===== src/rtl/wb_pkg.sv =====
// Shared encodings for the writeback stage.
package wb_pkg;

  localparam logic WB_SEL_ALU = 1'b0;
  localparam logic WB_SEL_MEM = 1'b1;

  localparam logic [4:0] REG_ZERO = 5'd0;

  typedef enum logic {
    LIVE = 1'b0,
    HELD = 1'b1
  } hold_state_e;

endpackage


===== src/rtl/wb_load_hold.sv =====
// Keeps BRAM load data stable while a load sits stalled in WB.
// BRAM douta is only valid the cycle after the read, so the first stalled
// cycle snapshots it and later stalled cycles replay the snapshot.
module wb_load_hold
  import wb_pkg::*;
#(
  parameter int DATA_W = 32
) (
  input  logic              clk,
  input  logic              rst,
  input  logic              stall,
  input  logic              load_in_wb,
  input  logic [DATA_W-1:0] mem_result,
  output logic [DATA_W-1:0] load_data
);

  hold_state_e       state_q, state_d;
  logic [DATA_W-1:0] ld_hold;

  // State register and snapshot of douta on entry to HELD
  always_ff @(posedge clk) begin
    if (rst) begin
      state_q <= LIVE;
      ld_hold <= '0;
    end else begin
      state_q <= state_d;
      if (state_q == LIVE && load_in_wb && stall) ld_hold <= mem_result;
    end
  end

  // Next state and load data selection
  always_comb begin
    state_d   = state_q;
    load_data = mem_result;
    case (state_q)
      LIVE: if (load_in_wb && stall) state_d = HELD;
      HELD: begin
        load_data = ld_hold;
        if (!stall) state_d = LIVE;
      end
      default: state_d = LIVE;
    endcase
  end

endmodule


===== src/rtl/wb_stage.sv =====
// Writeback stage: MEM/WB register, writeback mux, register-file write port
// and retired-instruction counter.
module wb_stage
  import wb_pkg::*;
#(
  parameter int DATA_W = 32,
  parameter int REG_AW = 5,
  parameter int CNT_W  = 32
) (
  input  logic              clk,
  input  logic              rst,
  input  logic              stall,
  input  logic              mem_valid,
  input  logic              mem_re,
  input  logic              mem_reg_we,
  input  logic [REG_AW-1:0] mem_rd,
  input  logic              mem_ALU_select,
  input  logic [DATA_W-1:0] sprite_ALU_result,
  input  logic [DATA_W-1:0] mem_result,
  output logic              wb_we,
  output logic [REG_AW-1:0] wb_addr,
  output logic [DATA_W-1:0] wb_data,
  output logic [CNT_W-1:0]  retire_count
);

  typedef struct packed {
    logic              valid;
    logic              re;     // debug visibility only; sel drives the mux
    logic              we;
    logic [REG_AW-1:0] rd;
    logic              sel;
    logic [DATA_W-1:0] alu;
  } wb_req_t;

  wb_req_t           stg_q;
  logic [DATA_W-1:0] load_data;
  logic              retire;

  // MEM/WB boundary; reset wins over stall
  always_ff @(posedge clk) begin
    if (rst)        stg_q <= '0;
    else if (!stall) begin
      stg_q.valid <= mem_valid;
      stg_q.re    <= mem_re;
      stg_q.we    <= mem_reg_we;
      stg_q.rd    <= mem_rd;
      stg_q.sel   <= mem_ALU_select;
      stg_q.alu   <= sprite_ALU_result;
    end
  end

  wb_load_hold #(.DATA_W(DATA_W)) u_load_hold (
    .clk        (clk),
    .rst        (rst),
    .stall      (stall),
    .load_in_wb (stg_q.valid & (stg_q.sel == WB_SEL_MEM)),
    .mem_result (mem_result),
    .load_data  (load_data)
  );

  // An instruction retires in the single WB cycle where it is not stalled
  assign retire  = stg_q.valid & ~stall;
  assign wb_we   = retire & stg_q.we & (stg_q.rd != REG_AW'(REG_ZERO));
  assign wb_addr = stg_q.rd;
  assign wb_data = (stg_q.sel == WB_SEL_MEM) ? load_data : stg_q.alu;

  // Retired-instruction counter, wraps naturally
  always_ff @(posedge clk) begin
    if (rst)         retire_count <= '0;
    else if (retire) retire_count <= retire_count + 1'b1;
  end

endmodule


===== config.mk =====
export PLATFORM = sky130hd
export DESIGN_NAME = wb_stage
export DESIGN_NICKNAME = d
export VERILOG_FILES = /design/src/rtl/wb_pkg.sv /design/src/rtl/wb_load_hold.sv /design/src/rtl/wb_stage.sv
export SDC_FILE = /design/constraint.sdc
export NUM_CORES = 1
export LEC_CHECK = 0
export BUFFER_PORTS_ARGS = -buffer_cell sky130_fd_sc_hd__clkbuf_2
export CAP_MARGIN = 5
export CORE_MARGIN = 4
export CORE_UTILIZATION = 43
export CTS_BUF_LIST = sky130_fd_sc_hd__clkbuf_4
export CTS_CLUSTER_DIAMETER = 150
export DETAILED_ROUTE_END_ITERATION = 7
export GPL_TIMING_DRIVEN = 0
export PLACE_DENSITY = 0.66
export SYNTH_ARGS = -nofsm -noshare
export SYNTH_HDL_FRONTEND = slang
export SYNTH_SLANG_ARGS = --single-unit

===== constraint.sdc =====
create_clock -name clk -period 2.6 [get_ports clk]
set_input_delay 0.65 -clock clk [delete_from_list [all_inputs] [get_ports clk]]
set_output_delay 0.65 -clock clk [all_outputs]
set_load 0.02 [all_outputs]

==> results.cfg <==
[synth]
postSynthCellCount = 561
ys_seq_elements = 105
synth-xor-area-share_pct = 2.201
synth_top_family_by_area = simple AND/OR/NAND/NOR gates
synth_edf_count = 0
synth-simple-area-share_pct = 21.51
syn_nets = 638
async_flop_share_pct = 0
seq_area_frac_synth_pct = 44.01
synth_fa_ha_area_share_pct = 0.2620
synth_top_flop_cell = dfxtp_1
synth_area_um2 = 4776
synth_cell_types = 34
synth_mux_area_share_pct = 15.77
yosys_warnings = 0
synth_compound_area_share_pct = 11.27
avgSynthCellArea_um2 = 8.513

[cells_and_area]
seq_area_um2 = 2102
multiInputGateArea_um2 = 2436
fillers = 1063
final_area_um2 = 5836
final_nets = 790
stdcell_count = 858
antenna_cells = 0
fin_util_pct = 53.83
drive_above_1_share_pct = 25.21
syn_to_final_growth_pct = 22.19

[clock_tree]
cts.clk_slew.worst_paths_ps = 160
clk_latency_ps = 450
cts_tree = built
clk_path_buf_depth = 2
root_buffer = clkbuf_4
htreeDepth = 3
cts_made_buffers = 9
cts_sinks = 105

[detailed_routing]
finalWirelength_um = 13020
viasPerCell = 5.162
ant_nets = 0
drt-initial-drc-count = 181
firstDrtPassIters = 4
avgRoutedWirePerCell_um = 15.18
vias = 4429
drc_errors = 0

[placed_design]
hpwl_um = 9960
placed_cells = 843
portBuffers = 142
place_congestion = 0.8406
placed_area_um2 = 5662

[sta]
worst_pin_slew_ps = 907.3
finalClockSkew_ps = 14.05
fin_crit_sh_pct = 93.52
rsz0062_at_grt = false
hold_viol = 0
setup_viol = 0
relSlewSlack_pct = 39.51
max_freq_ghz = 0.4113
hold_slack_ps = 409.1
drv_slew = 0
min_period_ps = 2431
fin_setup_tns_ps = 0

[floorplanning]
fp.dieW_um = 113.4
num_io_pins = 146
rows = 38
initial_core_util_pct = 44.06
coreArea_um2 = 10840
dieArea_um2 = 12860
chipHeight_um = 113.4

[global_route]
grt_pass1_vias = 4260
track_usage_pct = 19.79
antenna_found_initial = 0
grt_remaining_overflow = 0
grt_max_degree = 17
grt_pass1_wl_um = 20820

[setup_path]
timing.rr.end = retire_count[30]
crit_buf_inv = 2
rrSetupSlack_ps = 690
crit_path_max_fanout = 10
r2r_start = stg_q[40]
path_delay_family = flip-flops
slowest_delay_ps = 560
crit_path_end_kind = output pin
reg2reg_depth = 6
crit_chain = buf_4 -> mux2i_1 -> a21oi_1 -> clkbuf_2
cp_slowest_cell = dfxtp_1
cp_data_required_time_ps = 1950
cp-start-kind = flip-flop
path_class = reg -> out
crit_arrival_ps = 1780

[power]
peakVddDrop_v = 0.0002364
pwr_density_cell_nw_per_um2 = 518.4
power.leakage_uw = 0.002451

[run]
maxCapViolCount = 0

[min_path]
min_from = mem_result[26]
min_path_cells = 3
min_to = u_load_hold.ld_hold[26]
min_path_type = in -> reg

[run_status]
status = completed
[per-stage QoR]
stage	setup WS, ps	power, uW
floorplan	506.7	1959
global placement	230.2	2124
detailed placement	243.9	2130
CTS	28.13	3063
global route	19.98	3178
finish	168.6	3025
[worst register-to-register path: cells and delay by family (launching register included)]
kind	cells	cell delay (ps)
multiplexers	1	340
flip-flops	1	470
AND/OR/NAND/NOR	3	670
buffers and inverters	2	340
[cell usage in the layout, fill, tap and decap left out, drive strengths merged]
master,synthesis,routed
and4b,2,2
inv,2,2
nand3,11,11
bufinv,0,2
clkinvlp,0,2
or4,13,13
nor4,2,2
o311a,1,1
nand2,72,72
o21ai,4,4
dfxtp,105,105
nor3b,1,1
a21oi,82,82
clkinv,0,2
xnor2,1,1
and2,2,2
ha,1,1
or3,5,5
buf,19,17
and3,4,4
mux2,2,2
clkbuf,29,182
nand4,10,10
o31ai,13,13
nand4b,1,1
mux2i,73,73
xor2,11,11
and4,5,5
nor2b,3,3
nor2,87,87
[registers in the layout, summed over array words and instances (netlist names)]
name / count
stg_q: 35
retire_count: 32
u_load_hold.ld_hold: 32
wb_addr: 5
u_load_hold.state_q: 1
[cells in the mapped netlist (5+ instances only)]
master    count  area (um^2)
dfxtp_1     105         2102
buf_2         7        35.03
nor2_1       87        326.6
or4_1        13        97.59
nand4_1      10        62.56
buf_4         5        37.54
nand2_1      72        270.3
nand3_1       9        45.04
clkbuf_1     29        108.9
xor2_1       11        96.34
mux2i_1      73        730.7
or3_1         5        31.28
o31ai_1      13        97.59
a21oi_1      82        410.4
[cells by family (layout without fill, tap and decap cells)]
kind of cell    after synthesis  count (layout)
compound gates              100             100
fa+ha+maj                     1               1
xor+xnor                     12              12
buf+inv                      50             207
simple gates                218             218
mux                          75              75
flops                       105             105
[area by class of cell]
cell class	instances	share of cell area, %
inverter	2	0.1286
tap	140	3.002
sequential	105	36.02
clock inverter	6	1.415
clock buffer	10	1.286
timing repair buffer	142	12.18
multi-input combinational	406	41.75
buffer	47	4.224
[per-layer routing]
metal / wire [um] / up-vias / GRT usage, %
li1: - / 2243 / -
met5: 0 / - / 0
met3: 844 / 15 / 4.138
met4: 181 / 0 / 5.929
met2: 6133 / 121 / 33.06
met1: 5864 / 2050 / 25.85
[what timing repair did]
| item | in CTS | in global routing |
|---|---|---|
| resized for setup | 6 | 8 |
| buffers inserted | 0 | 0 |
| hold buffers | 0 | 0 |
| endpoints found under the setup margin | 32 | 27 |
[power breakdown]
part	switching [uW]	internal, uW	total [uW]
Clock	536	395	931
Sequential	25.3	1650	1680
Combinational	252	166	418
[worst max path at each step]
stage                        start          endpoint  slack [ps]  cells past startpoint
6_report       u_load_hold.state_q       wb_data[13]         170                      4
5_1_grt                  stg_q[32]       wb_data[15]          20                      5
4_1_cts                  stg_q[32]       wb_data[14]          30                      4
3_5_place_dp             stg_q[32]       wb_data[17]         240                      5
3_3_place_gp             stg_q[32]       wb_data[15]         230                      5
2_1_floorplan                stall  retire_count[30]         510                      7
Power figures use the tool's default switching activity.
